## src/rtl/prll_bs_pkg.sv

```systemverilog
// Shared constants and header layout for the parallel bus port.
// Field positions are derived from the bus word width.
package prll_bs_pkg;

  localparam logic [7:0] BROADCAST_DEF = 8'hFF;

  function automatic int trgt_msb(input int bits);
    return bits - 1;
  endfunction

  function automatic int trgt_lsb(input int bits);
    return bits - 8;
  endfunction

  function automatic int src_msb(input int bits);
    return bits - 9;
  endfunction

  function automatic int src_lsb(input int bits);
    return bits - 16;
  endfunction

  function automatic int msgid_msb(input int bits);
    return bits - 17;
  endfunction

  function automatic int msgid_lsb(input int bits);
    return bits - 32;
  endfunction

  typedef struct packed {
    logic [7:0]  trgt;
    logic [7:0]  src;
    logic [15:0] msg_id;
  } bs_hdr_t;

endpackage

```

## src/rtl/prll_bs_drvr_port_if.sv

```systemverilog
// Host, arbiter and bus signals of one driver port.
// The port itself uses the slave view.
interface prll_bs_drvr_port_if #(
  parameter int BITS  = 32,
  parameter int DEPTH = 16
);
  localparam int CW = $clog2(DEPTH) + 1;

  logic            tx_vld;
  logic            tx_rdy;
  logic [7:0]      tx_trgt;
  logic [BITS-17:0] tx_pld;
  logic            pndng;
  logic [BITS-1:0] D_pop;
  logic            pop;
  logic            push;
  logic [BITS-1:0] D_push;
  logic            rx_vld;
  logic            rx_rdy;
  logic [BITS-1:0] rx_data;
  logic [CW-1:0]   tx_cnt;
  logic [CW-1:0]   rx_cnt;
  logic [15:0]     drop_cnt;
  logic [1:0]      err;

  modport slave (
    input  tx_vld, tx_trgt, tx_pld,
    input  pop, push, D_push, rx_rdy,
    output tx_rdy, pndng, D_pop,
    output rx_vld, rx_data,
    output tx_cnt, rx_cnt, drop_cnt, err
  );

  modport master (
    output tx_vld, tx_trgt, tx_pld,
    output pop, push, D_push, rx_rdy,
    input  tx_rdy, pndng, D_pop,
    input  rx_vld, rx_data,
    input  tx_cnt, rx_cnt, drop_cnt, err
  );

endinterface

```

## src/rtl/prll_bs_drvr_port_fifo.sv

```systemverilog
// Synchronous FIFO with first-word-fall-through output.
// Head reads as zero while empty.
module bs_fifo_fwft #(
  parameter int W     = 32,
  parameter int DEPTH = 16
) (
  input  logic                     clk,
  input  logic                     rst,
  input  logic                     wr_en,
  input  logic [W-1:0]             wr_data,
  input  logic                     rd_en,
  output logic [W-1:0]             rd_data,
  output logic                     full,
  output logic                     empty,
  output logic [$clog2(DEPTH):0]   count
);
  localparam int AW = $clog2(DEPTH);

  logic [W-1:0]  mem_q [DEPTH];
  logic [AW-1:0] wptr_q, wptr_d;
  logic [AW-1:0] rptr_q, rptr_d;
  logic [AW:0]   cnt_q, cnt_d;
  logic          do_wr, do_rd;

  assign empty = (cnt_q == '0);
  assign full  = (cnt_q == (AW+1)'(DEPTH));
  assign count = cnt_q;
  assign do_rd = rd_en && !empty;
  // a full FIFO still takes a write when the head leaves on the same edge
  assign do_wr = wr_en && (!full || do_rd);
  assign rd_data = empty ? '0 : mem_q[rptr_q];

  always_comb begin
    wptr_d = wptr_q + AW'(do_wr);
    rptr_d = rptr_q + AW'(do_rd);
    cnt_d  = cnt_q + (AW+1)'(do_wr) - (AW+1)'(do_rd);
  end

  always_ff @(posedge clk or posedge rst) begin
    if (rst) begin
      wptr_q <= '0;
      rptr_q <= '0;
      cnt_q  <= '0;
    end else begin
      wptr_q <= wptr_d;
      rptr_q <= rptr_d;
      cnt_q  <= cnt_d;
    end
  end

  always_ff @(posedge clk) begin
    if (do_wr) mem_q[wptr_q] <= wr_data;
  end

endmodule

```

## src/rtl/prll_bs_drvr_port.sv

```systemverilog
// Device-side parallel bus port: TX buffer toward the arbiter,
// RX address filter and buffer toward the host.
module prll_bs_drvr_port
  import prll_bs_pkg::*;
#(
  parameter int         BITS      = 32,
  parameter int         DEPTH     = 16,
  parameter int         ID        = 0,
  parameter logic [7:0] BROADCAST = BROADCAST_DEF
) (
  input logic clk,
  input logic reset,
  prll_bs_drvr_port_if.slave bus
);
  localparam logic [7:0] MY_ID = 8'(ID);
  localparam int TM = trgt_msb(BITS);
  localparam int TL = trgt_lsb(BITS);
  localparam int SM = src_msb(BITS);
  localparam int SL = src_lsb(BITS);

  logic            tx_full, tx_empty, tx_wr;
  logic            rx_full, rx_empty, rx_wr, rx_rd;
  logic [BITS-1:0] tx_word;
  logic [7:0]      t, s;
  logic            hit, rx_room;
  logic [15:0]     drop_q, drop_d;
  logic [1:0]      err_q, err_d;

  assign tx_word = {bus.tx_trgt, MY_ID, bus.tx_pld};
  assign tx_wr   = bus.tx_vld && !tx_full;

  assign t = bus.D_push[TM:TL];
  assign s = bus.D_push[SM:SL];
  // own broadcasts echoed back by the bus are not delivered
  assign hit = (t == MY_ID || t == BROADCAST)
            && !(t == BROADCAST && s == MY_ID);
  assign rx_rd   = bus.rx_rdy && !rx_empty;
  assign rx_room = !rx_full || rx_rd;
  assign rx_wr   = bus.push && hit && rx_room;

  always_comb begin
    drop_d = drop_q;
    err_d  = err_q;
    if (bus.push && !(hit && rx_room) && drop_q != 16'hFFFF)
      drop_d = drop_q + 16'd1;
    if (bus.pop && tx_empty)
      err_d[0] = 1'b1;
    if (bus.push && hit && !rx_room)
      err_d[1] = 1'b1;
  end

  always_ff @(posedge clk or posedge reset) begin
    if (reset) begin
      drop_q <= '0;
      err_q  <= '0;
    end else begin
      drop_q <= drop_d;
      err_q  <= err_d;
    end
  end

  bs_fifo_fwft #(.W(BITS), .DEPTH(DEPTH)) u_tx (
    .clk     (clk),
    .rst     (reset),
    .wr_en   (tx_wr),
    .wr_data (tx_word),
    .rd_en   (bus.pop),
    .rd_data (bus.D_pop),
    .full    (tx_full),
    .empty   (tx_empty),
    .count   (bus.tx_cnt)
  );

  bs_fifo_fwft #(.W(BITS), .DEPTH(DEPTH)) u_rx (
    .clk     (clk),
    .rst     (reset),
    .wr_en   (rx_wr),
    .wr_data (bus.D_push),
    .rd_en   (bus.rx_rdy),
    .rd_data (bus.rx_data),
    .full    (rx_full),
    .empty   (rx_empty),
    .count   (bus.rx_cnt)
  );

  assign bus.tx_rdy   = !tx_full;
  assign bus.pndng    = !tx_empty;
  assign bus.rx_vld   = !rx_empty;
  assign bus.drop_cnt = drop_q;
  assign bus.err      = err_q;

endmodule

```

## src/flat_wrapper.sv

```systemverilog
// flat-port wrapper written by rule: the top's interface ports become plain ports
module prll_bs_drvr_port_flat import prll_bs_pkg::*;
#(
  parameter int         BITS      = 32,
  parameter int         DEPTH     = 16,
  parameter int         ID        = 0,
  parameter logic [7:0] BROADCAST = BROADCAST_DEF
)
  (clk, reset, bus_tx_vld, bus_tx_trgt, bus_tx_pld, bus_pop, bus_push, bus_D_push, bus_rx_rdy, bus_tx_rdy, bus_pndng, bus_D_pop, bus_rx_vld, bus_rx_data, bus_tx_cnt, bus_rx_cnt, bus_drop_cnt, bus_err);
  prll_bs_drvr_port_if #(.BITS(BITS), .DEPTH(DEPTH)) bus_i ();
  input logic clk;
  input logic reset;
  input wire logic [$bits(bus_i.tx_vld)-1:0] bus_tx_vld;
  input wire logic [$bits(bus_i.tx_trgt)-1:0] bus_tx_trgt;
  input wire logic [$bits(bus_i.tx_pld)-1:0] bus_tx_pld;
  input wire logic [$bits(bus_i.pop)-1:0] bus_pop;
  input wire logic [$bits(bus_i.push)-1:0] bus_push;
  input wire logic [$bits(bus_i.D_push)-1:0] bus_D_push;
  input wire logic [$bits(bus_i.rx_rdy)-1:0] bus_rx_rdy;
  output wire logic [$bits(bus_i.tx_rdy)-1:0] bus_tx_rdy;
  output wire logic [$bits(bus_i.pndng)-1:0] bus_pndng;
  output wire logic [$bits(bus_i.D_pop)-1:0] bus_D_pop;
  output wire logic [$bits(bus_i.rx_vld)-1:0] bus_rx_vld;
  output wire logic [$bits(bus_i.rx_data)-1:0] bus_rx_data;
  output wire logic [$bits(bus_i.tx_cnt)-1:0] bus_tx_cnt;
  output wire logic [$bits(bus_i.rx_cnt)-1:0] bus_rx_cnt;
  output wire logic [$bits(bus_i.drop_cnt)-1:0] bus_drop_cnt;
  output wire logic [$bits(bus_i.err)-1:0] bus_err;
  assign bus_i.tx_vld = bus_tx_vld;
  assign bus_i.tx_trgt = bus_tx_trgt;
  assign bus_i.tx_pld = bus_tx_pld;
  assign bus_i.pop = bus_pop;
  assign bus_i.push = bus_push;
  assign bus_i.D_push = bus_D_push;
  assign bus_i.rx_rdy = bus_rx_rdy;
  assign bus_tx_rdy = bus_i.tx_rdy;
  assign bus_pndng = bus_i.pndng;
  assign bus_D_pop = bus_i.D_pop;
  assign bus_rx_vld = bus_i.rx_vld;
  assign bus_rx_data = bus_i.rx_data;
  assign bus_tx_cnt = bus_i.tx_cnt;
  assign bus_rx_cnt = bus_i.rx_cnt;
  assign bus_drop_cnt = bus_i.drop_cnt;
  assign bus_err = bus_i.err;
  prll_bs_drvr_port #(.BITS(BITS), .DEPTH(DEPTH), .ID(ID), .BROADCAST(BROADCAST)) u_core (.clk(clk), .reset(reset), .bus(bus_i));
endmodule
```

## config.mk

```make
export PLATFORM = sky130hd
export DESIGN_NAME = prll_bs_drvr_port_flat
export DESIGN_NICKNAME = d
export VERILOG_FILES = /design/src/rtl/prll_bs_pkg.sv /design/src/rtl/prll_bs_drvr_port_if.sv /design/src/rtl/prll_bs_drvr_port_fifo.sv /design/src/rtl/prll_bs_drvr_port.sv /design/src/flat_wrapper.sv
export SDC_FILE = /design/constraint.sdc
export NUM_CORES = 1
export LEC_CHECK = 0
export CORE_MARGIN = 2
export CORE_UTILIZATION = 50
export DETAILED_ROUTE_END_ITERATION = 10
export HOLD_SLACK_MARGIN = 0.12
export PLACE_DENSITY = 0.67
export SYNTH_ARGS = -nofsm -noshare
export SYNTH_HDL_FRONTEND = slang
export SYNTH_HIERARCHICAL = 1
export SYNTH_SLANG_ARGS = --single-unit
```

## constraint.sdc

```tcl
create_clock -name clk -period 6.97 [get_ports clk]
set_clock_uncertainty 0.15 [all_clocks]
set_input_delay 0.697 -clock clk [delete_from_list [all_inputs] [get_ports clk]]
set_output_delay 0.697 -clock clk [all_outputs]
set_load 0.01 [all_outputs]
```

# Word level (Yosys, flattened, before mapping)
# Memories as Yosys holds them, arrays and structs flattened.
# Index checks and enable logic that the tools add are counted.
# word_totals
out_inout_bits	95
elab_cells	58
ram_bits	896
regBits	44
inputBits	62
mem_count	2
# memory_table
memory	words	word_bits	rd	rd_clocked_by_memory_dff	write_ports	line_no	rtl
u_core.u_rx.mem_q	16	32	1	0	1	prll_bs_drvr_port_fifo.sv:19	logic [W-1:0] mem_q [DEPTH];
u_core.u_tx.mem_q	16	24	1	0	1	prll_bs_drvr_port_fifo.sv:19	
# classes
reduce_logical	28
addsub	9
n_mux	6
n_eq_ne	4
# ops
op	count
$mux W32	2
$add A16 B1 Y16 const B	1
$add A4 B1 Y4	4
$logic_not A8 Y1	2
$ne A16 B16 Y1 const B	1
$logic_and A1 B1 Y1	14
$add A5 B1 Y5	2
$eq A5 B5 Y1 const B	2
$logic_not A5 Y1	2
$sub A5 B1 Y5	2
$eq A8 B8 Y1 const B	1
$logic_not A1 Y1	7
$mux W1	4
$logic_or A1 B1 Y1	3

# Depth between registers and ports, before layout
# Gate-level depths: netlist (run 1).
# logic_depth
depth_word	9
mapped_depth	17
mapped_depth_nobuf	16

# Hierarchy
# The synthesis (run 1) kept the hierarchy.
# modules_own_cells
module	seq_area_each_um2	instances	area_per_inst_um2	cells_per_inst
bs_fifo_fwft (u_core.u_rx)	15700.1	1	20245.7	866
bs_fifo_fwft (u_core.u_tx)	15700.1	1	20189.4	866
prll_bs_drvr_port	450.4	1	968.4	93

# Worst setup path after synthesis (run 1)
# Ideal clock, no wire load.
# synth_path
path_kind	reg-to-reg
from	reg u_core.u_rx.cnt_q[2], in the netlist u_core/u_rx/count[2]
to	mem u_core.u_rx.mem_q[12][0], enable pin
t_required_ns	6.319
setup_time_ns	0.501
path_stages_with_launch	10
n_path_buf	1
t_arrival_ns	4.948
synth_period_minus_slack_ns	5.600
slack_ns	1.370
path_cell_list	dfrtp_1 -> inv_1 -> ha_1 -> or4b_4 -> inv_2 -> clkbuf_1 -> nand2b_1 -> a21oi_1 -> o21ai_0 -> nor4_1
# synth_via
elab_chain_cells	8
word_cells_on_any_way	10
cone_classes	eq/ne: 1; mux: 2; reduce/logical: 7
# synth_rtl
item	line_no	rtl
from (decl)	prll_bs_drvr_port_fifo.sv:22	logic [AW:0] cnt_q, cnt_d;
from (signal assigned)	prll_bs_drvr_port_fifo.sv:47	cnt_q <= cnt_d;
$logic_not A5 Y1	prll_bs_drvr_port_fifo.sv:25	assign empty = (cnt_q == '0);
named net u_core.rx_empty	prll_bs_drvr_port.sv:22	logic rx_full, rx_empty, rx_wr, rx_rd;
$logic_not A1 Y1	prll_bs_drvr_port.sv:37	assign rx_rd = bus.rx_rdy && !rx_empty;
$logic_and A1 B1 Y1	prll_bs_drvr_port.sv:37	
$logic_or A1 B1 Y1	prll_bs_drvr_port.sv:38	assign rx_room = !rx_full || rx_rd;
$logic_and A1 B1 Y1	prll_bs_drvr_port.sv:39	assign rx_wr = bus.push && hit && rx_room;
named net u_core.rx_wr	prll_bs_drvr_port.sv:22	
$logic_and A1 B1 Y1	prll_bs_drvr_port_fifo.sv:30	assign do_wr = wr_en && (!full || do_rd);
$mux W1	prll_bs_drvr_port_fifo.sv:52	if (do_wr) mem_q[wptr_q] <= wr_data;
$mux W1 (implied by the code)	prll_bs_drvr_port_fifo.sv:52	
to (decl)	prll_bs_drvr_port_fifo.sv:19	
# The timed path passes the listed nets, and every way through them passes these cells.

# Final worst setup path (run 1)
# layout_path
from	reg u_core.u_rx.rptr_q[1]
to	out bus_rx_data[14]
# layout_via
elab_chain_cells	2
# layout_rtl
item	line_no	rtl
from (decl)	prll_bs_drvr_port_fifo.sv:21	logic [AW-1:0] rptr_q, rptr_d;
from (signal assigned)	prll_bs_drvr_port_fifo.sv:46	rptr_q <= rptr_d;
$mem_v2 Z16 W32	-	
$mux W32	prll_bs_drvr_port_fifo.sv:31	assign rd_data = empty ? '0 : mem_q[rptr_q];
to (decl)	flat_wrapper.sv:24	output wire logic [$bits(bus_i.rx_data)-1:0] bus_rx_data;
# No other way between the ends.

==> impl.org, run 1 <==
** Status
- Result of the run :: completed

** Route
- After detailed routing, the number of vias per cell comes to 5.79.
- For this block, the initial DRC count from the detailed router was 1534.
- Across all layers, the routed design uses 19.3k vias.
- After detailed routing, the number of remaining DRC violations is 0.
- In the final routed layout, each cell accounts on average for 25.9 um.
- In this run the remaining antenna-violating nets after routing total 0.
- The first detailed-routing pass took 5 iterations.
- The final layout contains routed wiring with a total length of 86600 um.

** Setup path
- Data arrives at the worst endpoint at 3.74 ns.
- STA classifies the critical path startpoint as a register.
- Category of the critical setup timing path :: register to primary output
- In this run the critical register-to-register path is launched from u_core/u_tx/count[3].
- At the worst endpoint, the required time is 6.12 ns.
- Endpoint of the lowest-slack register-to-register path :: u_core/u_tx/count[4]
- Measured in cells, the most critical reg-to-reg path has a length of 15.
- Critical path fanouts, max :: 52
- The worst setup path is captured at a primary output.
- For flop-to-flop paths, the worst setup slack is 3.27 ns.

** Final layout
- Of the cells placed in the final design, the portion with a size suffix greater than 1 is 0.250.
- Measured on the finished design, the core utilization comes to 0.590.
- Final non-filler cell area :: 0.0483 mm^2
- Count of inserted antenna diode cells :: 0
- Multi-input logic area :: 0.00963 mm^2
- Fillers :: 5941
- The sequential cells in the finished layout cover a total of 0.0319 mm^2.
- Relative area change from synthesis to final layout :: 16.8%
- Number of standard cells in the final layout excluding fillers :: 3337
- Final #Nets :: 2261

** Place
- After legalization and detailed placement, the total HPWL measured 48400 um.
- Count of buffers inserted at the top-level ports :: 156
- Prior to clock tree synthesis, the placed netlist has a worst setup slack of 1.87 ns.
- Routability-driven placement finished with a final weighted congestion of 0.753.
- Counting tap cells, the placed design contains a total of 3139 instances.
- After detailed placement, the total cell area comes to 0.0450 mm^2.

** Logic synthesis
- Of the synthesized area, sequential elements account for 0.769.
- In the post-synthesis netlist, the biggest area contributors are sky130_fd_sc_hd__edfxtp_1 (74%), sky130_fd_sc_hd__mux4_2 (14%), sky130_fd_sc_hd__dfrtp_1 (2.7%).
- The most common cell in the synthesized netlist is sky130_fd_sc_hd__edfxtp_1.
- Dominant cell type by area after synthesis :: sky130_fd_sc_hd__edfxtp_1
- Count of flip-flops with a built-in enable after synthesis :: 1024
- Post-Syn Area :: 0.0414 mm^2
- Flip-flop and latch count after synthesis :: 1068
- For this run, asynchronously set or reset flops after synthesis account for 0.0412.
- Per-instance average area after synthesis :: 22.7 um^2
- Dominant register cell in the synthesized netlist :: sky130_fd_sc_hd__edfxtp_1
- Count of distinct cell types in the synthesized netlist :: 51
- Area share of the largest cell type after synthesis :: 0.743
- Most frequent cells after synthesis :: sky130_fd_sc_hd__edfxtp_1 (1024), sky130_fd_sc_hd__mux4_2 (256), sky130_fd_sc_hd__mux2i_1 (64), sky130_fd_sc_hd__o31ai_1 (64), sky130_fd_sc_hd__a22oi_2 (46)
- The Yosys step of the flow raised 6 warnings.
- Post-synthesis instance total :: 1825

** Clock network
- In this run the deepest clock path goes through 3 buffers.
- Master cell of the clock root buffer :: sky130_fd_sc_hd__clkbuf_16
- CTS clock-pin slew for the worst setup and hold paths :: 0.06 ns
- Hold repair after CTS inserted 0 buffers.
- Gates resized during post-CTS repair numbered 0.
- Clock sinks :: 1068
- The H-tree was split into 3 levels.
- At the later pin of the worst-skew pair, clock insertion delay measures 0.67 ns.
- TritonCTS built the clock tree.
- Number of setup buffers added after CTS :: 0
- The number of clock buffers added by TritonCTS is 107.

** Timing
- In the final timing run, aggregate negative setup slack is 0 ns.
- Setup repair after global routing left no endpoint under its margin.
- Headroom to the max-slew limit came out at 0.246.
- Final number of hold-violating endpoints :: 0
- Final cycle utilization of the critical path :: 0.658
- Derived from the worst setup path, the maximum achievable clock frequency is 218 MHz.
- Final slew viol count :: 0
- Crit path time final :: 4.59 ns
- Setup violations remaining at the end of the flow were counted as 0.
- Final worst slack :: 2.38 ns
- Worst Hold Margin :: 0.317 ns
- Tightest Pin Transition :: 1.13 ns

** Worst hold path
- Min-Delay Path Depth :: 1
- Capture endpoint of the worst hold path :: u_core/bus.err[0]
- Tightest Hold Check Type :: register to register
- In this run the most critical hold path is launched from u_core/bus.err[0].

** Power and ir drop
- Of the total power, the share spent switching nets is 0.296.
- Switching power :: 5.62 mW
- Sequential share of power :: 0.414
- Of the total power, combinational logic draws 0.298.
- VDD sags by at most 0.274 mV.
- Cell Pwr Density :: 393 mW/mm^2
- Leakage power figure :: 15.6 nW
- The share of total power dissipated in the clock network is 0.287.
- The internal power of the cells totals 13.4 mW.
- The completed layout was analyzed and its total power is 19.0 mW.

** Global route
- The number of global-route vias before repair is 20.4k.
- Entering global routing, the biggest net connects 85 pins.
- The first global-routing pass estimated 130000 um of wire.
- After global routing the overflow that remains totals 0.
- The number of antenna violations at the first check in global routing came to 4.
- In the global route stage, overall resource usage came out at 0.206.

** Run
- Maximum capacitance violations :: 0

** Floorplanning
- The total area inside the core boundary comes to 0.0820 mm^2.
- Measured along the y axis, the die boundary spans 292 um.
- For this configuration, the core starts out at a cell density of 0.505.
- Die area :: 0.0851 mm^2
- The floorplan has 105 rows.
- Total I/O pin count :: 157
- Horiz. Die Dim :: 292 um
==> power by group through the flow <==
stage | Clock, mW | Combinational, mW | Sequential (mW)
finish | 5.47 | 5.67 | 7.88
floorplan | 0 | 3.83 | 7.74
CTS | 5.59 | 5.79 | 7.89
global route | 5.84 | 6.05 | 7.93
global placement | 0 | 5.70 | 8.00
detailed placement | 0 | 5.76 | 8.02
==> kinds of logic after synthesis <==
family                   count (synthesis)  share of synthesized area
flip-flops                            1068                      0.769
multiplexers                           322                      0.155
AO/OA/AOI/OAI                          147                     0.0318
buffers and inverters                  123                     0.0143
AND/OR/NAND/NOR                        111                     0.0157
XOR/XNOR                                32                    0.00677
adder cells (fa/ha/maj)                 21                    0.00671
other                                    1                  0.0000906
==> sequential cells by signal (all words and copies together), names as in the netlist <==
register and count:
u_core/u_tx/rptr_q 4, u_core/bus.err 2, u_core/u_rx/rptr_q 4, u_core/bus.drop_cnt 16
u_core/u_rx/count 5, u_core/u_rx/wptr_q 4, u_core/u_tx/wptr_q 4, u_core/u_tx/mem_q 512
u_core/u_rx/mem_q 512, u_core/u_tx/count 5
==> how the worst max path moves through the flow <==
stage,slack [ns],end,cells past startpoint,startpoint
2_1_floorplan,1.37,u_core/u_rx/mem_q[12][0],9,u_core/u_rx/count[2]
3_3_place_gp,2.04,u_core/u_rx/mem_q[1][14],10,bus_D_push[24]
3_5_place_dp,1.87,u_core/u_rx/mem_q[3][17],10,bus_D_push[17]
4_1_cts,2.26,bus_rx_data[10],5,u_core/u_rx/rptr_q[0]
5_1_grt,2.14,bus_rx_data[0],5,u_core/u_rx/rptr_q[0]
6_report,2.38,bus_rx_data[14],5,u_core/u_rx/rptr_q[1]
==> critical path, cell delays in order (launching register included) <==
cell                              delay, ns
sky130_fd_sc_hd__dfrtp_4               0.95
sky130_fd_sc_hd__buf_4                 0.74
sky130_fd_sc_hd__mux4_2                0.33
sky130_fd_sc_hd__mux2i_1               0.08
sky130_fd_sc_hd__o31ai_1               0.31
sky130_fd_sc_hd__clkdlybuf4s50_1       0.62
==> final cells by class <==
cell class              instances  share of cell area
repair buffers                212              0.0418
clock inverters                66              0.0118
flip-flops and latches       1068               0.659
multi-input cells             761               0.199
clock buffers                 132              0.0582
inverters                      28             0.00217
well taps                    1070              0.0277
==> cell usage in the layout, fill, tap and decap left out, types with 8 or more instances in the layout <==
| cell type | instances |
|---|---|
| sky130_fd_sc_hd__a22oi_1 | 18 |
| sky130_fd_sc_hd__a22oi_2 | 46 |
| sky130_fd_sc_hd__buf_4 | 53 |
| sky130_fd_sc_hd__clkbuf_1 | 22 |
| sky130_fd_sc_hd__clkbuf_16 | 108 |
| sky130_fd_sc_hd__clkdlybuf4s50_1 | 156 |
| sky130_fd_sc_hd__clkinv_1 | 22 |
| sky130_fd_sc_hd__clkinv_2 | 19 |
| sky130_fd_sc_hd__clkinvlp_4 | 13 |
| sky130_fd_sc_hd__conb_1 | 128 |
| sky130_fd_sc_hd__dfrtp_1 | 38 |
| sky130_fd_sc_hd__edfxtp_1 | 1024 |
| sky130_fd_sc_hd__ha_1 | 19 |
| sky130_fd_sc_hd__inv_1 | 26 |
| sky130_fd_sc_hd__mux2i_1 | 64 |
| sky130_fd_sc_hd__mux4_2 | 256 |
| sky130_fd_sc_hd__nand2_1 | 17 |
| sky130_fd_sc_hd__nand2b_1 | 9 |
| sky130_fd_sc_hd__nand3_1 | 11 |
| sky130_fd_sc_hd__nand4_1 | 10 |
| sky130_fd_sc_hd__nor3_2 | 20 |
| sky130_fd_sc_hd__o31ai_1 | 64 |
| sky130_fd_sc_hd__xnor2_1 | 24 |
| sky130_fd_sc_hd__xor2_1 | 8 |
==> per-layer routing <==
metal,up-vias,track usage,wire [um],share of wire
met5,-,0,53,0.00061
met4,8,0.0649,2210,0.026
li1,8346,-,-,-
met1,10275,0.261,33800,0.39
met3,144,0.0310,4170,0.048
met2,542,0.369,46400,0.54
Note: power is estimated with default switching activity, not from simulation.
==> inputs of run 2 (changes only) <==
--- a/config.mk
+++ b/config.mk
@@ -9,7 +9,7 @@
 export CORE_UTILIZATION = 50
 export DETAILED_ROUTE_END_ITERATION = 10
 export HOLD_SLACK_MARGIN = 0.12
-export PLACE_DENSITY = 0.67
+export PLACE_DENSITY = 0.7
 export SYNTH_ARGS = -nofsm -noshare
 export SYNTH_HDL_FRONTEND = slang
 export SYNTH_HIERARCHICAL = 1
==> constraint.sdc (replaced) <==
create_clock -name clk -period 3.8 [get_ports clk]
set_clock_uncertainty 0.15 [all_clocks]
set_input_delay 0.38 -clock clk [delete_from_list [all_inputs] [get_ports clk]]
set_output_delay 0.38 -clock clk [all_outputs]
set_load 0.01 [all_outputs]
==> run 2 against run 1 <==
First-iteration DRC count rose by 26%. Sequential power is 80% higher. Final cell count grew 2.4%.
==> impl.org, run 2 (same netlist as run 1, synthesis figures left out) <==
** Place
- The final HPWL from detailed placement is 51200 um (+5.8%).
- The total cell area at the placement stage came to 0.0460 mm^2 (+2.4%).
- Count of buffers inserted at the top-level ports :: 156 (unchanged)
- Routability Congestion :: 0.786 (+4.3%)

** Final layout
- The number of inserted diodes is 0 (unchanged).
- The fraction of layout instances using a drive strength above 1 is 0.284 (+0.0344).
- Fillers :: 5635 (-5.2%)
- Final non-filler cell area :: 0.0500 mm^2 (+3.3%)
- Relative to the synthesized area, the layout overhead comes to 20.7%.
- Multi-input logic area :: 0.00986 mm^2 (+2.4%)
- In the layout the commonest cells are sky130_fd_sc_hd__edfxtp_1 (1024), sky130_fd_sc_hd__mux4_2 (256), sky130_fd_sc_hd__conb_1 (128), sky130_fd_sc_hd__clkdlybuf4s50_1 (111), sky130_fd_sc_hd__clkbuf_16 (107).
- The number of nets in the layout came to 2351 (+4.0%).
- The storage element area came to 0.0319 mm^2 (unchanged).
- Leading cell type in the layout, fill and taps excluded :: sky130_fd_sc_hd__edfxtp_1

** Timing
- Crit path time final :: 3.78 ns
- Static timing analysis puts the maximum clock frequency at 265 MHz.
- Relative max-transition margin :: 0.195 (-0.0515)
- The count of final setup violators came to 0 (unchanged).
- The transition time at the pin with the least slew margin was 1.21 ns (+0.0787 ns).
- Setup repair after global routing could not meet its margin everywhere.
- Final slew viol count :: 0 (unchanged)
- Dividing the final minimum period by the clock period gives 0.994.
- The final hold violation count was 0 (unchanged).

** Clock network
- Level count of the clock H-tree :: 3 (unchanged)
- The tree is rooted in a sky130_fd_sc_hd__clkbuf_16.
- TritonCTS buffer count :: 105 (-1.9%)
- The maximum root-to-sink buffer count came to 3 (unchanged).
- TritonCTS built the clock tree.
- CTS clock-pin slew for the worst setup and hold paths :: 0.06 ns (about the same)
- Source-to-sink clock delay at the later pin of the worst-skew pair :: 0.68 ns (about the same)
- The CTS sink count is 1068 (unchanged).

** Setup path
- Length in cells of the worst reg-to-reg path :: 11 (-4)
- Crit. End Element :: primary output
- The worst setup path is launched from a register.
- The critical path in this run is classified as register to primary output.
- The endpoint identified for the worst register-to-register timing path is u_core/u_rx/mem_q[3][1].
- Data required time of the critical path :: 3.27 ns (-2.85 ns)
- Worst reg2reg startpoint :: u_core/u_rx/count[3]
- Register-to-register setup slack :: 0.19 ns (-3.08 ns)
- The largest fanout on the critical path came to 15 (-71%).
- The data arrival time of the worst path is 3.25 ns (-0.49 ns).

** Power and ir drop
- The switching fraction of total power came to 0.298 (+0.00270).
- Internal Power :: 25.3 mW (+89%)
- The net switching power came to 10.8 mW (+91%).
- Max VDD drop :: 0.545 mV (+99%)
- The fraction of power consumed by sequential logic was 0.394 (-0.020).
- The part of the power in combinational logic came to 0.324 (+0.026).
- The clock network fraction of design power is 0.282 (-0.005).
- Leakage power figure :: 16.7 nW (+6.8%)
- The power per standard cell area is 722 mW/mm^2 (+84%).
- The final total power is 36.1 mW (+90%).

** Status
- The run finished with clean final reports.

** Route
- The total number of vias is 20.1k (+3.9%).
- Detailed Routing Iterations Pass 1 :: 5 (unchanged)
- The via density per instance came to 5.87 (+1.4%).
- Drt initial violations :: 1938 (+26%)
- The mean routed wirelength per cell is 26.7 um (+3.0%).
- The number of nets with antenna violations after detailed routing is 0 (unchanged).
- The remaining design rule violation count is 0 (unchanged).
- The routed wire length came to 91300 um (+5.5%).

** Floorplanning
- Placeable core region :: 0.0820 mm^2 (unchanged)
- Starting utilization of the core area :: 0.505 (unchanged)
- The number of placement rows was 105 (unchanged).
- The die boundary width came to 292 um (unchanged).
- Total I/O pin count :: 157 (unchanged)
- Die extent in y :: 292 um (unchanged)
- Die area :: 0.0851 mm^2 (unchanged)

** Global route
- Pin count of the biggest net entering global routing :: 53 (-38%)
- The all-layer global routing usage is 0.215 (+0.00819).
- The number of antenna violations at the first check in global routing is 0 (-4).
- The wire length of the first global-routing pass is 135000 um (+4.1%).
- Via count of the first global-routing pass :: 21.1k (+3.3%)
- The sum of overflow across all layers after global routing is 0 (unchanged).

** Run
- Maximum capacitance violations :: 0 (unchanged)

** Worst hold path
- The tightest min-delay check is of the primary input to async pin type.
-- run 2: power by group through the flow --
stage	combinational [mW]	sequential, mW	clock, mW
6_report	11.7	14.2	10.2
5_1_grt	12.4	14.3	10.8
4_1_cts	11.6	14.2	10.4
3_5_place_dp	11.4	14.4	0
3_3_place_gp	11.3	14.4	0
2_1_floorplan	7.06	14.2	0
-- run 2: critical path, stage by stage (launching register included) --
cell and delay (ns):
sky130_fd_sc_hd__dfrtp_1 0.41, sky130_fd_sc_hd__inv_1 0.09, sky130_fd_sc_hd__ha_1 0.17, sky130_fd_sc_hd__or4b_4 0.55, sky130_fd_sc_hd__and3_2 0.47, sky130_fd_sc_hd__a22oi_2 0.26, sky130_fd_sc_hd__o31ai_1 0.12, sky130_fd_sc_hd__clkdlybuf4s50_1 0.51
-- run 2: routing by layer --
metal  GRT usage  up-vias  routed length [um]
met4      0.0653        0                2250
met5           0        -                   0
met2       0.371      728               47900
li1            -     8536                   -
met1       0.284    10656               35500
met3      0.0315      144                5680
-- run 2: layout make-up --
| class | instances | share of cell area |
|---|---|---|
| multi-input cells | 766 | 0.197 |
| inverters | 28 | 0.00225 |
| well taps | 1070 | 0.0268 |
| clock buffers | 132 | 0.0552 |
| repair buffers | 299 | 0.0674 |
| clock inverters | 55 | 0.0131 |
| flip-flops and latches | 1068 | 0.638 |
-- run 2: worst max-delay path by stage --
| stage | end | cells past startpoint | from | slack (ns) |
|---|---|---|---|---|
| final | bus_D_pop[12] | 7 | u_core/u_tx/count[3] | 0.02 |
| after global routing | bus_D_pop[29] | 11 | u_core/u_tx/count[3] | -0.08 |
| after CTS | bus_rx_data[27] | 7 | u_core/u_rx/count[3] | -0.07 |
| after detailed placement | u_core/u_rx/mem_q[3][3] | 11 | bus_D_push[25] | -0.30 |
| after global placement | u_core/u_rx/mem_q[1][14] | 12 | bus_D_push[16] | -0.32 |
| after floorplan | u_core/u_tx/mem_q[12][0] | 7 | u_core/u_tx/count[2] | -1.26 |
-- run 2: stage by stage --
stage | utilization | TNS (ns) | instances | setup slack, ns | hold slack, ns
finish | 0.609 | 0 | 3418 | 0.0224 | 0.192
global route | 0.609 | -0.345 | 3418 | -0.0771 | 0.206
CTS | 0.605 | -0.692 | 3398 | -0.0711 | 0.149
detailed placement | 0.562 | -27.22 | 3204 | -0.299 | 0.299
global placement | 0.562 | -30.66 | 3204 | -0.317 | 0.310
floorplan | - | -475.64 | 1952 | -1.26 | 0.107
-- run 2: what timing repair did --
item	CTS	global route
hold buffers	0	0
pin swaps	4	5
resized for setup	38	42
buffers inserted	3	15
gates cloned	4	5
hold endpoints to repair	0	0
setup endpoints to repair	48	70
==> inputs of run 3 (changes only) <==
--- a/config.mk
+++ b/config.mk
@@ -5,6 +5,7 @@
 export SDC_FILE = /design/constraint.sdc
 export NUM_CORES = 1
 export LEC_CHECK = 0
+export CORE_ASPECT_RATIO = 1.2
 export CORE_MARGIN = 2
 export CORE_UTILIZATION = 50
 export DETAILED_ROUTE_END_ITERATION = 10
==> run 3 against run 2 <==
Global-route usage shrank 0.32 points. Count of clock-buffer cells in the layout shrank 8. Via count shrank 1.7%. Fmax grew 1.6%. Power shrank 2.4%. Combinational power shrank 5%. Flip-flop and latch count is the same. Highest routed layer is now met5.
==> impl.org, run 3 (same netlist as run 1, synthesis figures left out) <==
** Place
- The final HPWL from detailed placement is 51300 um (+0.13%).
- Count of buffers inserted at the top-level ports :: 156 (unchanged)
- The final weighted congestion in routability-driven placement was 0.765 (-2.6%).

** Clock network
- Level count of the clock H-tree :: 3 (unchanged)
- The root buffer cell chosen for the clock tree is sky130_fd_sc_hd__clkbuf_16.
- The clock insertion delay at the later pin of the skew report was 0.65 ns (-0.03 ns).
- The CTS sink count is 1068 (unchanged).
- The clock-pin slew on the worst setup and hold paths is 0.07 ns (about the same).
- The number of buffers created by CTS came to 99 (-5.7%).
- Maximum clock insertion buffer count :: 3 (unchanged)
- TritonCTS built the clock tree.

** Timing
- The final hold violation count came to 0 (unchanged).
- Relative max-transition margin :: 0.459 (+0.265)
- The share of the clock period used by the worst path after layout was 0.978 (-0.0161).
- The total negative slack for setup checks was 0 ns (unchanged).
- The final max-slew violation count came to 0 (unchanged).
- The final hold slack was 0.285 ns (+0.0930 ns).
- Achievable frequency :: 269 MHz (+1.6%)
- Setup violation total in the final timing report :: 0 (unchanged)
- The transition time at the pin with the least slew margin came to 0.805 ns (-0.402 ns).
- The clock period minus final worst setup slack came to 3.72 ns (-0.0611 ns).
- Setup repair after global routing could not meet its margin everywhere.

** Power and ir drop
- Cell Pwr Density :: 713 mW/mm^2 (-1.2%)
- Max VDD drop :: 0.550 mV (+1.0%)
- Total power :: 35.2 mW (-2.4%)
- The cell leakage power came to 16.4 nW (-2.0%).

** Final layout
- Final #Nets :: 2324 (-1.1%)
- From synthesis to final layout, the design area changed by 19.3%.
- Leading cell type in the layout, fill and taps excluded :: sky130_fd_sc_hd__edfxtp_1
- The fraction of layout instances using a drive strength above 1 is 0.269 (-0.0148).
- Fin util :: 0.602 (-0.00721)
- The top cell types in the final layout, fill and taps aside, are sky130_fd_sc_hd__edfxtp_1 (1024), sky130_fd_sc_hd__mux4_2 (256), sky130_fd_sc_hd__conb_1 (128), sky130_fd_sc_hd__clkdlybuf4s50_1 (127), sky130_fd_sc_hd__clkbuf_16 (100).

** Global route
- The wire length of the first global-routing pass came to 132000 um (-2.4%).
- Remaining global-route overflow :: 0 (unchanged)
- Antenna violations before repair :: 6 (+6)
- The pin count of the biggest net entering global routing was 48 (-9.4%).
- Overall global routing resource usage :: 0.211 (-0.00318)
- Via count of the first global-routing pass :: 21.2k (+0.33%)

** Setup path
- The largest fanout on the critical path was 32 (+17).
- Crit. End Element :: primary output
- Category of the critical setup timing path :: register to primary output
- STA classifies the critical path startpoint as a register.
- The required time at the worst-slack endpoint was 3.27 ns (about the same).
- Arrival time at the worst endpoint :: 3.19 ns (-0.06 ns)

** Floorplanning
- Total I/O pin count :: 157 (unchanged)
- The core region area is 0.0820 mm^2 (about the same).
- Die area :: 0.0851 mm^2 (about the same)
- Die extent in y :: 319 um (+9.4%)
- Horiz. Die Dim :: 267 um (-8.6%)
- The number of placement rows was 115 (+9.5%).
- The effective utilization at floorplan is 0.505 (about the same).

** Route
- Number of remaining DRC errors :: 0 (unchanged)
- Post-detailed-route via-to-cell ratio :: 5.84 (-0.51%)
- Via count of the routed design :: 19.7k (-1.7%)
- The routed wire length came to 88200 um (-3.4%).
- Routed wirelength normalized by instance count :: 26.1 um (-2.2%)
- The first-pass iteration count of the detailed router is 5 (unchanged).
- Drt initial violations :: 1953 (+0.77%)
- The number of nets with antenna violations after detailed routing came to 0 (unchanged).

** Worst hold path
- In this run the worst hold path is classified as primary input to register.

** Status
- Result of the run :: completed

** Run
- The max capacitance violation total was 0 (unchanged).
-- run 3: metrics by stage --
step	setup WS, ns	cell area, um^2	std cells
after CTS	0.00241	49300	3374
after floorplan	-1.26	42000	1952
after global routing	-0.0330	49400	3376
after detailed placement	-0.128	46000	3186
after global placement	-0.131	46000	3186
final	0.0835	49400	3376
-- run 3: repair_timing --
item / 4_1_cts / 5_1_grt
hold endpoints to repair: 44 / 0
pin swaps: 0 / 1
gates cloned: 0 / 0
resized for setup: 17 / 19
endpoints found under the setup margin: 35 / 23
hold buffers: 1 / 0
setup buffers: 6 / 0
-- run 3: area by class of cell --
cell class | count | area (um^2)
fill | 5741 | 32600
inverter | 28 | 105
clock buffer | 124 | 2610
multi-input combinational | 761 | 9760
tap | 1053 | 1320
antenna | 2 | 5.00
clock inverter | 57 | 643
sequential | 1068 | 31900
timing repair buffer | 283 | 3080
-- run 3: worst paths after layout --
kind                                       from                        to  slack, ns  depth (start not counted)
max in group asynchronous                 reset   u_core/bus.drop_cnt[11]       2.42                          3
hold reg to reg               u_core/bus.err[0]         u_core/bus.err[0]       0.31                          1
setup / recovery           u_core/u_rx/count[2]           bus_rx_data[28]       0.08                          8
setup reg to reg           u_core/u_tx/count[2]      u_core/u_tx/count[4]       0.58                         15
min in group asynchronous                 reset      u_core/u_tx/count[4]       0.57                          3
hold / removal                   bus_D_push[27]  u_core/u_rx/mem_q[5][27]       0.29                          1
-- run 3: critical path: stages (launching register included) --
cell	delay, ns
sky130_fd_sc_hd__dfrtp_1	0.41
sky130_fd_sc_hd__inv_1	0.09
sky130_fd_sc_hd__ha_1	0.17
sky130_fd_sc_hd__or4b_4	0.49
sky130_fd_sc_hd__and3_4	0.40
sky130_fd_sc_hd__a22oi_2	0.23
sky130_fd_sc_hd__o31ai_1	0.09
sky130_fd_sc_hd__buf_4	0.17
sky130_fd_sc_hd__clkdlybuf4s50_1	0.48
-- run 3: layer usage --
metal | vias up | GRT usage | part of all wire
met5 | - | 0 | 0.00040
met1 | 10502 | 0.261 | 0.37
li1 | 8458 | - | -
met3 | 125 | 0.0355 | 0.060
met4 | 6 | 0.0668 | 0.024
met2 | 625 | 0.380 | 0.54
-- run 3: report_power, final --
part | total [mW] | internal, mW | switching, mW
registers | 14.2 | 13.7 | 0.555
logic | 11.1 | 5.52 | 5.63
clock network | 9.84 | 5.65 | 4.19
==> RTL edit 1 (config.mk and constraints of run 3) <==
`DEPTH` is set to 16 in 4 places; all go to 8.
--- a/src/rtl/prll_bs_drvr_port_if.sv
+++ b/src/rtl/prll_bs_drvr_port_if.sv
@@ -2,7 +2,7 @@
 // The port itself uses the slave view.
 interface prll_bs_drvr_port_if #(
   parameter int BITS  = 32,
-  parameter int DEPTH = 16
+  parameter int DEPTH = 8
 );
   localparam int CW = $clog2(DEPTH) + 1;
 
--- a/src/rtl/prll_bs_drvr_port_fifo.sv
+++ b/src/rtl/prll_bs_drvr_port_fifo.sv
@@ -2,7 +2,7 @@
 // Head reads as zero while empty.
 module bs_fifo_fwft #(
   parameter int W     = 32,
-  parameter int DEPTH = 16
+  parameter int DEPTH = 8
 ) (
   input  logic                     clk,
   input  logic                     rst,
--- a/src/rtl/prll_bs_drvr_port.sv
+++ b/src/rtl/prll_bs_drvr_port.sv
@@ -4,7 +4,7 @@
   import prll_bs_pkg::*;
 #(
   parameter int         BITS      = 32,
-  parameter int         DEPTH     = 16,
+  parameter int         DEPTH     = 8,
   parameter int         ID        = 0,
   parameter logic [7:0] BROADCAST = BROADCAST_DEF
 ) (
--- a/src/flat_wrapper.sv
+++ b/src/flat_wrapper.sv
@@ -2,7 +2,7 @@
 module prll_bs_drvr_port_flat import prll_bs_pkg::*;
 #(
   parameter int         BITS      = 32,
-  parameter int         DEPTH     = 16,
+  parameter int         DEPTH     = 8,
   parameter int         ID        = 0,
   parameter logic [7:0] BROADCAST = BROADCAST_DEF
 )
Interface: changed (resized bus_rx_cnt and bus_tx_cnt); port bits go from 157 to 155. The function was not compared with the original's and may differ.
==> RTL edit 1 against run 3 <==
Worst setup slack gained 0.21 ns; wire length fell by 53%; count of clock-buffer cells in the layout fell by 67; total power shrank 47%; register-to-register slack improved by 0.17 ns; largest power group unchanged; global-route usage is 2.3 points lower; sequential share of layout area shrank 1.6 points; critical endpoint is now bus_D_pop[9]; area after synthesis fell by 48%; synthesized cell count is 48% lower; highest routed layer is now met4; sequential cell count decreased by 518; design area fell by 47%.
==> RTL edit 1: results (changes against run 3) <==
[status]
status=finished clean  ; unchanged

[global_routing]
grt_pass1_wl_um=63900  ; was 132,000 µm
antenna_found_initial=0  ; was 6
grt_pass1_vias=10800  ; was 21.2k
grt_max_degree=42  ; was 48

[synth]
async_reset_ff_frac=0.0691  ; was 0.0412
yosys-top-cells-area=edfxtp_1 (71%), mux4_2 (7.5%), mux4_1 (6.8%), dfrtp_1 (4.4%), a22o_1 (2.6%)  ; was edfxtp_1 (74%), mux4_2 (14%), dfrtp_1 (2.7%), mux2i_1 (1.5%), a22oi_2 (1.4%)
synth.distinct_cells=50  ; was 51
synth-seq-area-share=0.756  ; was 0.769
avgSynthCellArea_um2=22.7  ; about the same

[drt]
top_layer_used=met4  ; was met5
dr.pass1.iters=4  ; was 5
dr_wl_met3_um=2460  ; was 5320 µm
wl_met1_um=16100  ; was 32,800 µm
finalWirelength_um=41600  ; was 88,200 µm
vias_per_cell=5.57  ; was 5.84
dr_wl_met2_um=22200  ; was 47,900 µm

[clocking]
h-tree-depth=2  ; was 3
post_cts_resized=0  ; was 17
cts_buffers=52  ; was 99
clock_latency_ns=0.60  ; was 0.65 ns

[final_layout]
final_nets=1305  ; was 2,324
layout-drive-gt1-share=0.178  ; was 0.269
n_antenna_cell=0  ; was 2

[place]
place_area_um2=24300  ; was 46,000 µm²
placed_cells=1718  ; was 3,186
place.gp.congestion=0.741  ; was 0.765
io_buffers=154  ; was 156
pre_cts_ws_ns=0.0840  ; was -0.128 ns

[power]
ir_drop_mv=0.500  ; was 0.550 mV
switching_share=0.287  ; was 0.294

[worst_setup_path]
cpPeakStageDelay_ns=0.57  ; was 0.49 ns
cpMaxStageDelayCell=clkdlybuf4s50_1  ; was or4b_4

[timing]
worstMarginPinSlew_ns=0.876  ; was 0.805 ns

-- RTL edit 1: changes by cell type in the layout (fill, tap and decap cells not counted), sizes merged, moves of 67 or more --
cell / before / now
buf: 126 / 42
clkbuf: 124 / 57
edfxtp: 1024 / 512
mux4: 256 / 128
-- RTL edit 1: area by class of cell --
| type | instances | area, µm² | area share |
|---|---|---|---|
| Clock buffer | 57 | 1320 | 0.0508 |
| Multi-Input combinational cell | 403 | 5150 | 0.198 |
| Sequential cell | 550 | 16300 | 0.629 |
| Clock inverter | 39 | 369 | 0.0142 |
| Tap cell | 552 | 691 | 0.0266 |
| Inverter | 18 | 67.6 | 0.00260 |
| Timing Repair Buffer | 197 | 2040 | 0.0786 |
-- RTL edit 1: repair_timing --
| item | in CTS | in global routing |
|---|---|---|
| buffers inserted | 0 | 1 |
| endpoints found under the hold margin | 22 | 0 |
| setup endpoints to repair | 0 | 3 |
| hold buffers | 1 | 0 |
-- RTL edit 1: worst max-delay path: cells and delay by family, from the launching register on --
| family | cells | cell delay, ns |
|---|---|---|
| adder cells (fa/ha/maj) | 1 | 0.21 |
| flip-flops | 1 | 0.35 |
| AND/OR/NAND/NOR | 2 | 0.35 |
| buffers and inverters | 4 | 1.18 |
| AO/OA/AOI/OAI | 1 | 0.28 |
-- RTL edit 1: metal layers --
metal,vias up,GRT usage
li1,4518,-
met1,5275,0.231
met2,269,0.338
met3,54,0.0426
met4,0,0.0510
met5,-,0
-- RTL edit 1: path summary, 6_finish.rpt --
kind / from / endpoint / slack (ns) / depth (start not counted)
setup / recovery: u_core/u_tx/count[2] / bus_D_pop[9] / 0.29 / 8
hold / removal: bus_D_push[20] / u_core/u_rx/mem_q[1][20] / 0.32 / 1
setup reg to reg: u_core/u_rx/count[2] / u_core/u_rx/mem_q[1][14] / 0.75 / 9
hold reg to reg: u_core/bus.err[0] / u_core/bus.err[0] / 0.35 / 1
max in group asynchronous: reset / u_core/bus.drop_cnt[7] / 2.37 / 3
min in group asynchronous: reset / u_core/u_rx/rptr_q[0] / 0.54 / 3
-- RTL edit 1: kinds of logic (layout without fill, tap and decap cells) --
family                   after synthesis  count (layout)  synth area share
buffers and inverters                 61             311            0.0225
flip-flops                           550             550             0.756
adder cells (fa/ha/maj)               21              21            0.0129
other                                  1              64          0.000174
AO/OA/AOI/OAI                         83              83            0.0323
XOR/XNOR                              22              22           0.00893
multiplexers                         130             130             0.145
AND/OR/NAND/NOR                       83              83            0.0224
-- RTL edit 1: power by group through the flow --
stage               sequential (mW)  clock, mW  combinational (mW)
finish                         7.63       5.07                5.98
global placement               7.78          0                5.94
global route                   7.69       5.40                6.41
CTS                            7.69       5.17                6.04
floorplan                      7.55          0                3.87
detailed placement             7.82          0                6.00
==> RTL edit 2 (settings of run 3) <==
Without the edit above. One comparison of `cnt_q` changes from == to >=.
--- a/src/rtl/prll_bs_drvr_port_fifo.sv
+++ b/src/rtl/prll_bs_drvr_port_fifo.sv
@@ -23,7 +23,7 @@
   logic          do_wr, do_rd;
 
   assign empty = (cnt_q == '0);
-  assign full  = (cnt_q == (AW+1)'(DEPTH));
+  assign full  = (cnt_q >= (AW+1)'(DEPTH));
   assign count = cnt_q;
   assign do_rd = rd_en && !empty;
   // a full FIFO still takes a write when the head leaves on the same edge
Check against the original RTL: same outputs for any inputs over 4 cycles, from zero or initial values and one cycle with reset high; that may be too few to reach the edited logic, so the function may still have changed.
==> RTL edit 2 against run 3 <==
Fmax grew 0.81%; clock power is essentially flat; global-route usage grew 1.3 points; worst setup slack gained 0.030 ns; count of clock-buffer cells in the layout grew 1; design area grew 0.57%; total power grew 0.64%; wire length grew 8.5%; area after synthesis grew 0.38%; sequential cell count is the same; critical path type unchanged; largest power group unchanged.
==> RTL edit 2: results (changes against run 3) <==
[drt]
drt_iter0_drc=1879  ; was 1,953
wire_per_inst_um=26.3  ; was 26.1 µm
vias=21100  ; was 19.7k
wl_met1_um=34800  ; was 32,800 µm
vias_per_cell=5.82  ; was 5.84
dr_wl_met3_um=5500  ; was 5320 µm

[synth]
yosys-top-cells-area=edfxtp_1 (74%), mux4_2 (11%), mux2i_1 (3.0%), dfrtp_1 (2.6%), a22oi_1 (2.1%)  ; was edfxtp_1 (74%), mux4_2 (14%), dfrtp_1 (2.7%), mux2i_1 (1.5%), a22oi_2 (1.4%)
syn_inst=2024  ; was 1,825
synth-seq-area-share=0.766  ; was 0.769
synth_xor_area_frac=0.00632  ; was 0.00677
synth_compound_area_frac=0.0377  ; was 0.0318
synthTopCellsByCount=edfxtp_1 (1,024), mux4_2 (194), mux2i_1 (124), a22oi_1 (117), nand3_1 (80)  ; was edfxtp_1 (1,024), mux4_2 (256), mux2i_1 (64), o31ai_1 (64), a22oi_2 (46)
synth.distinct_cells=54  ; was 51

[clocking]
post_cts_resized=18  ; was 17
cts_setup_buffers=9  ; was 6
cts_buffers=102  ; was 99

[worst_setup_path]
reg2reg_depth=10  ; was 15
cp-endpoint=bus_D_pop[21]  ; was bus_rx_data[28]
worstPathArrival_ns=3.16  ; was 3.19 ns
rr_endpoint=u_core/u_rx/mem_q[10][18]  ; was u_core/u_tx/count[4]
ff2ff_setup_slack_ns=0.20  ; was 0.58 ns
crit_fanout=23  ; was 32
crit_start=u_core/u_tx/rptr_q[1]  ; was u_core/u_rx/count[2]
rr_startpoint=u_core/u_rx/count[2]  ; was u_core/u_tx/count[2]

[timing]
fin_crit_ns=3.69  ; was 3.72 ns
hold_slack_ns=0.255  ; was 0.285 ns
worstMarginPinSlew_ns=1.31  ; was 0.805 ns

[global_routing]
antenna_found_initial=2  ; was 6
grt_pass1_vias=22100  ; was 21.2k
grtUsageTotal=0.225  ; was 0.211
grt_use_met3=0.0312  ; was 0.0355
grt_max_degree=93  ; was 48
grt_pass1_wl_um=141000  ; was 132,000 µm
met2_usage=0.405  ; was 0.380
met1_usage=0.271  ; was 0.261

[power]
p_int_mw=24.6  ; was 24.9 mW
seqPwrFrac=0.390  ; was 0.404
clk-power_mw=9.87  ; was 9.84 mW

[worst_hold_path]
hold_depth=2  ; was 1
hold_class=in2reg  ; unchanged
min-delay-start=bus_pop  ; was bus_D_push[27]

[status]
status=finished clean  ; unchanged

[final_layout]
layout-drive-gt1-share=0.217  ; was 0.269

[place]
hpwl_um=56000  ; was 51,300 µm
place.gp.congestion=0.842  ; was 0.765
placed_cells=3419  ; was 3,186

RTL edit 2: cell types whose count changed after synthesis, sizes merged, moves of 6 or more:
| cell | before | now |
|---|---|---|
| nor4 | 10 | 4 |
| nor2 | 7 | 29 |
| nand3 | 11 | 80 |
| mux4 | 256 | 194 |
| mux2i | 64 | 124 |
| nor3 | 21 | 9 |
| a22oi | 64 | 124 |
| o31ai | 64 | 0 |
| o211ai | 0 | 62 |
| clkbuf | 32 | 47 |
| nand2 | 17 | 66 |
RTL edit 2: worst max-delay path, cell delays in order (launching register included):
cell and delay, ns:
dfrtp_4 0.61, nor2b_2 0.21, buf_4 0.29, a22oi_1 0.34
a22oi_1 0.14, o211ai_1 0.25, clkdlybuf4s50_1 0.64
RTL edit 2: area by class of cell:
cell class | count | area (µm²)
well taps | 1111 | 1390
diodes | 1 | 2.50
flip-flops and latches | 1068 | 31900
multi-input cells | 947 | 9850
clock buffers | 125 | 2710
inverters | 28 | 109
repair buffers | 284 | 3160
clock inverters | 66 | 578
fillers | 5695 | 32500
